`src/rtl/d_cache_pkg.sv`:
```
// d_cache_pkg: shared types and constants for the 4-line direct-mapped data cache.
// Contents: geometry localparams, controller state enum, address field struct and
// the helper that builds a refill word address.
package d_cache_pkg;

  localparam int ADDR_W         = 32;
  localparam int DATA_W         = 32;
  localparam int TAG_W          = 28;
  localparam int LINE_W         = 2;
  localparam int WORD_W         = 2;
  localparam int NUM_LINES      = 4;
  localparam int WORDS_PER_LINE = 4;

  typedef enum logic [1:0] {
    IDLE   = 2'd0,
    REFILL = 2'd1,
    RESP   = 2'd2,
    WRMEM  = 2'd3
  } dc_state_e;

  // Word-address split: there is no byte offset, addr[1:0] selects the word.
  typedef struct packed {
    logic [TAG_W-1:0]  tag;
    logic [LINE_W-1:0] line;
    logic [WORD_W-1:0] word;
  } dc_addr_t;

  // Memory address of word 'w' of the line that holds 'a'.
  function automatic logic [ADDR_W-1:0] refill_addr(input dc_addr_t a, input logic [WORD_W-1:0] w);
    return {a.tag, a.line, w};
  endfunction

endpackage

```
`src/rtl/d_cache_ctrl_if.sv`:
```
// Bus interfaces of the data cache controller.
// d_cache_cpu_if: core memory-stage request/response (master = core, slave = cache).
//   cpu_req/cpu_we/cpu_addr/cpu_wdata -> cache ; cpu_rdata/cpu_ready -> core
// d_cache_mem_if: external memory port (master = cache, slave = memory).
//   mem_req/mem_we/mem_addr/mem_wdata -> memory ; mem_ack/mem_rdata -> cache
interface d_cache_cpu_if;
  import d_cache_pkg::*;

  logic              cpu_req;
  logic              cpu_we;
  logic [ADDR_W-1:0] cpu_addr;
  logic [DATA_W-1:0] cpu_wdata;
  logic [DATA_W-1:0] cpu_rdata;
  logic              cpu_ready;

  modport master (output cpu_req, cpu_we, cpu_addr, cpu_wdata, input cpu_rdata, cpu_ready);
  modport slave  (input cpu_req, cpu_we, cpu_addr, cpu_wdata, output cpu_rdata, cpu_ready);
endinterface

interface d_cache_mem_if;
  import d_cache_pkg::*;

  logic              mem_req;
  logic              mem_we;
  logic [ADDR_W-1:0] mem_addr;
  logic [DATA_W-1:0] mem_wdata;
  logic              mem_ack;
  logic [DATA_W-1:0] mem_rdata;

  modport master (output mem_req, mem_we, mem_addr, mem_wdata, input mem_ack, mem_rdata);
  modport slave  (input mem_req, mem_we, mem_addr, mem_wdata, output mem_ack, mem_rdata);
endinterface

```
`src/rtl/d_cache_lookup.sv`:
```
// d_cache_lookup: combinational tag compare for the direct-mapped cache.
// Ports: tag_array/valid_array (array contents), req_tag/req_line (request fields),
//        hit (tag match only, valid NOT included), line_valid (valid bit of req_line).
module d_cache_lookup
  import d_cache_pkg::*;
(
  input  logic [NUM_LINES-1:0][TAG_W-1:0] tag_array,
  input  logic [NUM_LINES-1:0]            valid_array,
  input  logic [TAG_W-1:0]                req_tag,
  input  logic [LINE_W-1:0]               req_line,
  output logic                            hit,
  output logic                            line_valid
);

  assign hit        = (tag_array[req_line] == req_tag);
  assign line_valid = valid_array[req_line];

endmodule

```
`src/rtl/d_cache_ctrl.sv`:
```
// d_cache_ctrl: controller of the 4-line direct-mapped, write-through data cache.
// Owns tag/valid/data arrays, serves load hits in one cycle, refills a line on a
// load miss (words 0..3 in order) and forwards every store to memory (no allocate).
// Ports: clk, rst (async, active high), cpu (d_cache_cpu_if.slave),
//        mem (d_cache_mem_if.master). All bus outputs are registered.
module d_cache_ctrl
  import d_cache_pkg::*;
(
  input  logic          clk,
  input  logic          rst,
  d_cache_cpu_if.slave  cpu,
  d_cache_mem_if.master mem
);

  dc_state_e                       state_r;
  dc_addr_t                        req_s;
  dc_addr_t                        req_r;
  logic [NUM_LINES-1:0][TAG_W-1:0] tag_r;
  logic [NUM_LINES-1:0]            valid_r;
  logic [DATA_W-1:0]               data_r [NUM_LINES][WORDS_PER_LINE];
  logic [WORD_W-1:0]               cnt_r;

  logic [DATA_W-1:0]               cpu_rdata_r;
  logic                            cpu_ready_r;
  logic                            mem_req_r;
  logic                            mem_we_r;
  logic [ADDR_W-1:0]               mem_addr_r;
  logic [DATA_W-1:0]               mem_wdata_r;

  logic                            lookup_hit_s;
  logic                            line_valid_s;
  logic                            hit_s;
  logic                            accept_s;
  logic                            ack_s;

  assign req_s = cpu.cpu_addr;

  d_cache_lookup u_lookup (
    .tag_array   (tag_r),
    .valid_array (valid_r),
    .req_tag     (req_s.tag),
    .req_line    (req_s.line),
    .hit         (lookup_hit_s),
    .line_valid  (line_valid_s)
  );

  // The lookup block ignores valid, so qualify its hit here.
  assign hit_s    = lookup_hit_s & line_valid_s;
  // The cycle cpu_ready is high belongs to the finished request.
  assign accept_s = cpu.cpu_req & ~cpu_ready_r;
  // An ack without an outstanding request is ignored.
  assign ack_s    = mem.mem_ack & mem_req_r;

  assign cpu.cpu_rdata = cpu_rdata_r;
  assign cpu.cpu_ready = cpu_ready_r;
  assign mem.mem_req   = mem_req_r;
  assign mem.mem_we    = mem_we_r;
  assign mem.mem_addr  = mem_addr_r;
  assign mem.mem_wdata = mem_wdata_r;

  // Controller FSM, cache arrays and registered bus outputs.
  always_ff @(posedge clk or posedge rst) begin
    if (rst) begin
      state_r     <= IDLE;
      req_r       <= {ADDR_W{1'b0}};
      tag_r       <= {(NUM_LINES*TAG_W){1'b0}};
      valid_r     <= {NUM_LINES{1'b0}};
      cnt_r       <= 2'd0;
      cpu_rdata_r <= 32'h0;
      cpu_ready_r <= 1'b0;
      mem_req_r   <= 1'b0;
      mem_we_r    <= 1'b0;
      mem_addr_r  <= 32'h0;
      mem_wdata_r <= 32'h0;
      for (int l = 0; l < NUM_LINES; l++) begin
        for (int w = 0; w < WORDS_PER_LINE; w++) begin
          data_r[l][w] <= 32'h0;
        end
      end
    end else begin
      cpu_ready_r <= 1'b0;
      case (state_r)
        IDLE: begin
          if (accept_s) begin
            req_r <= req_s;
            if (cpu.cpu_we) begin
              // Write-through: update the line only when it is already present.
              if (hit_s) begin
                data_r[req_s.line][req_s.word] <= cpu.cpu_wdata;
              end
              mem_req_r   <= 1'b1;
              mem_we_r    <= 1'b1;
              mem_addr_r  <= cpu.cpu_addr;
              mem_wdata_r <= cpu.cpu_wdata;
              state_r     <= WRMEM;
            end else if (hit_s) begin
              cpu_rdata_r <= data_r[req_s.line][req_s.word];
              cpu_ready_r <= 1'b1;
            end else begin
              // Invalidate first so a half-filled line never looks valid.
              valid_r[req_s.line] <= 1'b0;
              cnt_r               <= 2'd0;
              mem_req_r           <= 1'b1;
              mem_we_r            <= 1'b0;
              mem_addr_r          <= refill_addr(req_s, 2'd0);
              state_r             <= REFILL;
            end
          end
        end
        REFILL: begin
          if (ack_s) begin
            data_r[req_r.line][cnt_r] <= mem.mem_rdata;
            if (cnt_r == 2'd3) begin
              tag_r[req_r.line]   <= req_r.tag;
              valid_r[req_r.line] <= 1'b1;
              mem_req_r           <= 1'b0;
              state_r             <= RESP;
            end else begin
              cnt_r      <= cnt_r + 2'd1;
              mem_addr_r <= refill_addr(req_r, cnt_r + 2'd1);
            end
          end
        end
        RESP: begin
          cpu_rdata_r <= data_r[req_r.line][req_r.word];
          cpu_ready_r <= 1'b1;
          state_r     <= IDLE;
        end
        WRMEM: begin
          if (ack_s) begin
            mem_req_r   <= 1'b0;
            mem_we_r    <= 1'b0;
            cpu_ready_r <= 1'b1;
            state_r     <= IDLE;
          end
        end
        default: begin
          state_r <= IDLE;
        end
      endcase
    end
  end

endmodule

```
`src/flat_wrapper.sv`:
```
// flat-port wrapper written by rule: the top's interface ports become plain ports
module d_cache_ctrl_flat import d_cache_pkg::*;
  (clk, rst, cpu_cpu_req, cpu_cpu_we, cpu_cpu_addr, cpu_cpu_wdata, cpu_cpu_rdata, cpu_cpu_ready, mem_mem_req, mem_mem_we, mem_mem_addr, mem_mem_wdata, mem_mem_ack, mem_mem_rdata);
  d_cache_cpu_if cpu_i ();
  d_cache_mem_if mem_i ();
  input  logic clk;
  input  logic rst;
  input wire logic [$bits(cpu_i.cpu_req)-1:0] cpu_cpu_req;
  input wire logic [$bits(cpu_i.cpu_we)-1:0] cpu_cpu_we;
  input wire logic [$bits(cpu_i.cpu_addr)-1:0] cpu_cpu_addr;
  input wire logic [$bits(cpu_i.cpu_wdata)-1:0] cpu_cpu_wdata;
  output wire logic [$bits(cpu_i.cpu_rdata)-1:0] cpu_cpu_rdata;
  output wire logic [$bits(cpu_i.cpu_ready)-1:0] cpu_cpu_ready;
  output wire logic [$bits(mem_i.mem_req)-1:0] mem_mem_req;
  output wire logic [$bits(mem_i.mem_we)-1:0] mem_mem_we;
  output wire logic [$bits(mem_i.mem_addr)-1:0] mem_mem_addr;
  output wire logic [$bits(mem_i.mem_wdata)-1:0] mem_mem_wdata;
  input wire logic [$bits(mem_i.mem_ack)-1:0] mem_mem_ack;
  input wire logic [$bits(mem_i.mem_rdata)-1:0] mem_mem_rdata;
  assign cpu_i.cpu_req = cpu_cpu_req;
  assign cpu_i.cpu_we = cpu_cpu_we;
  assign cpu_i.cpu_addr = cpu_cpu_addr;
  assign cpu_i.cpu_wdata = cpu_cpu_wdata;
  assign cpu_cpu_rdata = cpu_i.cpu_rdata;
  assign cpu_cpu_ready = cpu_i.cpu_ready;
  assign mem_mem_req = mem_i.mem_req;
  assign mem_mem_we = mem_i.mem_we;
  assign mem_mem_addr = mem_i.mem_addr;
  assign mem_mem_wdata = mem_i.mem_wdata;
  assign mem_i.mem_ack = mem_mem_ack;
  assign mem_i.mem_rdata = mem_mem_rdata;
  d_cache_ctrl u_core (.clk(clk), .rst(rst), .cpu(cpu_i), .mem(mem_i));
endmodule
```
`config.mk`:
```
export PLATFORM = sky130hd
export DESIGN_NAME = d_cache_ctrl_flat
export DESIGN_NICKNAME = d
export VERILOG_FILES = /design/src/rtl/d_cache_pkg.sv /design/src/rtl/d_cache_ctrl_if.sv /design/src/rtl/d_cache_lookup.sv /design/src/rtl/d_cache_ctrl.sv /design/src/flat_wrapper.sv
export SDC_FILE = /design/constraint.sdc
export NUM_CORES = 2
export LEC_CHECK = 0
export CORE_MARGIN = 5
export CORE_UTILIZATION = 30
export CTS_CLUSTER_DIAMETER = 100
export DETAILED_ROUTE_END_ITERATION = 12
export PLACE_DENSITY_LB_ADDON = 0.3
export REMOVE_ABC_BUFFERS = 1
export SLEW_MARGIN = 20
export SYNTH_ARGS = -nofsm -noshare
export SYNTH_HDL_FRONTEND = slang
export SYNTH_SLANG_ARGS = --single-unit
export TNS_END_PERCENT = 1
```
`constraint.sdc`:
```
create_clock -name clk -period 26.8 [get_ports clk]
set_input_delay 2.68 -clock clk [delete_from_list [all_inputs] [get_ports clk]]
set_output_delay 2.68 -clock clk [all_outputs]
set_load 0.01 [all_outputs]
```
==> results_dict.tcl <==
set metrics [dict create \
    power_density_nw_per_um2 89.6 \
    grt_max_degree 146 \
    synth_flop_cell "dfrtp_1" \
    initial_core_util 0.301 \
    path_max_fanout 72 \
    post_cts_buffers 0 \
    die_w_um 400 \
    antenna_found_initial 6 \
    clock_latency_ps 720 \
    tns_ps 0 \
    synthCells 3988 \
    hold-path-endpoint "u_core.mem.mem_wdata[26]" \
    cts_root_buf "clkbuf_16" \
    yosysUniqueCellTypes 66 \
    worst_ep_required_time_ps 27350 \
    crit_path_frequent_cell "buf_4" \
    min_path_type "register to register" \
    clk_path_buf_depth 3 \
    vias_per_cell 5.98 \
    synth_area_um2 45600 \
    power.leakage_nw 20.8 \
    slew_headroom 0.201 \
    die_h_um 400 \
    hold_violations 0 \
    post_cts_resize_count 0 \
    critPathCaptureType "register" \
    ys_seq_area_frac 0.419 \
    layout_min_cycle_time_ps 7600 \
    cp.buffers_inverters 5 \
    slowest_stage "buf_4" \
    finalCritPeriodShare 0.284 \
    area_delta_synth_final_pct 15.1 \
    core_um2 152000 \
    post_drt_wl_per_cell_um 29.1 \
    worst_slack_ps 19200 \
    port_buffers 199 \
    grt_pass1_vias 36500 \
    max_freq_mhz 132 \
    min_path_cells 1 \
    cts.sinks 763 \
    grt_setup_unrepaired "no" \
    gp_congestion 0.807 \
    layout-drive-gt1-share 0.292 \
    startpoint_type "primary input" \
    grt_overflow_total 0 \
    r2r_slack_ps 21930 \
    r2r-end "u_core.tag_r[87]" \
    max_stage_delay_ps 880 \
    dieArea_um2 160000 \
    grt_pass1_wl_um 258000 \
    ys_async_sr_fraction 1.00 \
    reg2reg_from "u_core.state_r[0]" \
    cp_cell_sequence "buf_8, buf_4, mux4_2, xnor2_1, nand4_1, nor3_2, nand4_1, buf_4, buf_4, o21a_4, buf_4, o211ai_1" \
    ys_warn_count 0 \
    initialDrtViolationCount 3649 \
    dp_hpwl_um 99200 \
    numCtsBuffers 95 \
    maxCapViolations 0 \
    path_clk_slew_ps 60 \
    rows 143 \
    worstPathArrival_ps 8150 \
    drt_first_pass_iters 6 \
    drt-total-wl_um 176000 \
    ir_drop_v 0.0000847 \
    critPathKind "primary input to register" \
    synth_edf_count 0 \
    hold_buffers 0 \
    cts_tree "done" \
    vias 36200 \
    outcome "complete, no violations" \
    cts_max_level 3 \
    finalSetupViolations 0 \
    synth_area_per_cell_um2 11.4 \
    r2r_cells 10 \
    synth-seq-cells 763 \
    final.fill_count 15000 \
    cp_num_cells 12 \
    max_slew.worst_pin.slew_ps 1200 \
    crit_family "buffers and inverters" \
    num_io_pins 200 \
    final_nets 4039 \
    report.final.slew_viol_count 0 \
    groute.usage.overall 0.216 \
    min-delay-start "u_core.mem.mem_wdata[26]" \
    post-place-ws_ps 18540 \
    crit_path_start "cpu_cpu_addr[2]" \
    fin_skew_ps 34.3 \
    detail-route-antenna-nets 0 \
    drc 0 \
]
==> logic make-up (layout without fill, tap and decap cells) <==
family                   count (synthesis)  after routing  share of synthesized area
AO/OA/AOI/OAI                         1000           1000                      0.150
XOR/XNOR                                28             28                    0.00554
adder cells (fa/ha/maj)                  4              4                    0.00110
buffers and inverters                  535            559                     0.0500
flip-flops                             763            763                      0.419
multiplexers                           891            891                      0.303
other                                    0              5                          0
AND/OR/NAND/NOR                        767            767                     0.0719
==> per-layer routing <==
layer	vias up	routed length, um	track usage	share of wire
met2	1899	81300	0.344	0.46
li1	14900	-	-	-
met4	0	7100	0.0802	0.040
met1	18900	71500	0.289	0.41
met5	-	0	0	0
met3	406	16100	0.0483	0.092
==> cell usage in the layout, fill, tap and decap left out, types with 5 or more instances in the layout <==
cell type and n:
nand2_1 575, o32ai_4 9, nand2b_1 5, nand4_1 17
nand3b_1 31, a22o_1 32, clkbuf_1 24, xor2_1 6
inv_1 69, clkdlybuf4s50_1 194, mux2_2 487, o32ai_1 32
nor2b_1 7, clkbuf_8 26, o2bb2ai_1 34, dfrtp_1 757
mux4_2 337, nor3_1 32, o41ai_1 30, mux2_1 32
nor2_1 12, mux2i_1 25, a21oi_1 17, o211ai_1 165
a311o_1 29, xnor2_1 21, o21bai_1 31, nor2_4 18
a22oi_1 135, nand3_1 32, nor3_2 10, mux2_4 10
o21ai_0 428, buf_4 108, clkbuf_16 96, a31oi_1 31
clkinv_2 13, diode_2 5
==> Yosys cell counts, types with 5 or more instances <==
cell type    n  area share
a21oi_1     17      0.0019
a22o_1      32      0.0061
a22oi_1    135       0.022
a311o_1     29      0.0064
a31oi_1     31      0.0043
buf_1       29      0.0024
buf_2       28      0.0031
buf_4       37      0.0061
buf_6       13      0.0032
clkbuf_1   356       0.029
dfrtp_1    763        0.42
inv_1       70      0.0058
mux2_1      32      0.0079
mux2_2     487        0.12
mux2_4      10      0.0033
mux2i_1     25      0.0055
mux4_2     337        0.17
nand2_1    578       0.048
nand2b_1     5     0.00069
nand3_1     35      0.0038
nand3b_1    31      0.0051
nand4_1     17      0.0023
nor2_1      30      0.0025
nor2b_1      8      0.0011
nor3_1      41      0.0045
o211ai_1   165       0.027
o21ai_0    428       0.047
o21bai_1    31      0.0051
o2bb2ai_1   34      0.0065
o32ai_1     32      0.0061
o32ai_4      9      0.0054
o41ai_1     30      0.0058
xnor2_1     21      0.0040
xor2_1       6      0.0012
==> flip-flops by register name, summed over array words and instances, names as in the netlist, 2 cells and up <==
register and count:
u_core.tag_r 112, u_core.valid_r 4, u_core.cpu.cpu_rdata 32, u_core.data_r 512, u_core.mem.mem_wdata 32, u_core.state_r 2
u_core.cnt_r 2, u_core.mem.mem_addr 32, u_core.req_r 32
==> power by group <==
group / internal, mW / switching, mW
Combinational: 0.750 / 0.955
Clock: 0.773 / 0.560
Sequential: 1.43 / 0.233
==> worst max path at each step <==
stage | endpoint | slack, ps
detailed placement | u_core.data_r[276] | 18540
global route | u_core.data_r[409] | 18950
finish | u_core.data_r[402] | 19200
global placement | u_core.data_r[31] | 18500
CTS | u_core.data_r[402] | 19300
floorplan | u_core.cnt_r[0] | 2700
==> through the flow <==
| stage | instance area (um2) | power, mW | util | hold slack [ps] | instances |
|---|---|---|---|---|---|
| 2_1_floorplan | 43600 | 2.65 | - | 467 | 3525 |
| 3_3_place_gp | 49300 | 3.34 | 0.325 | 479 | 5864 |
| 3_5_place_dp | 49300 | 3.38 | 0.325 | 490 | 5866 |
| 4_1_cts | 52500 | 4.72 | 0.346 | 503 | 6041 |
| 5_1_grt | 52500 | 4.92 | 0.346 | 516 | 6042 |
| 6_report | 52500 | 4.70 | 0.346 | 498 | 6047 |
==> final cells by class <==
cell class | count | area (um2) | area share
flip-flops and latches | 763 | 19100 | 0.364
repair buffers | 312 | 2870 | 0.0547
inverters | 72 | 278 | 0.00529
multi-input cells | 2690 | 24500 | 0.467
clock inverters | 29 | 333 | 0.00634
diodes | 5 | 12.5 | 0.000238
well taps | 2030 | 2540 | 0.0484
clock buffers | 146 | 2850 | 0.0543
(Power assumes the default switching activity.)
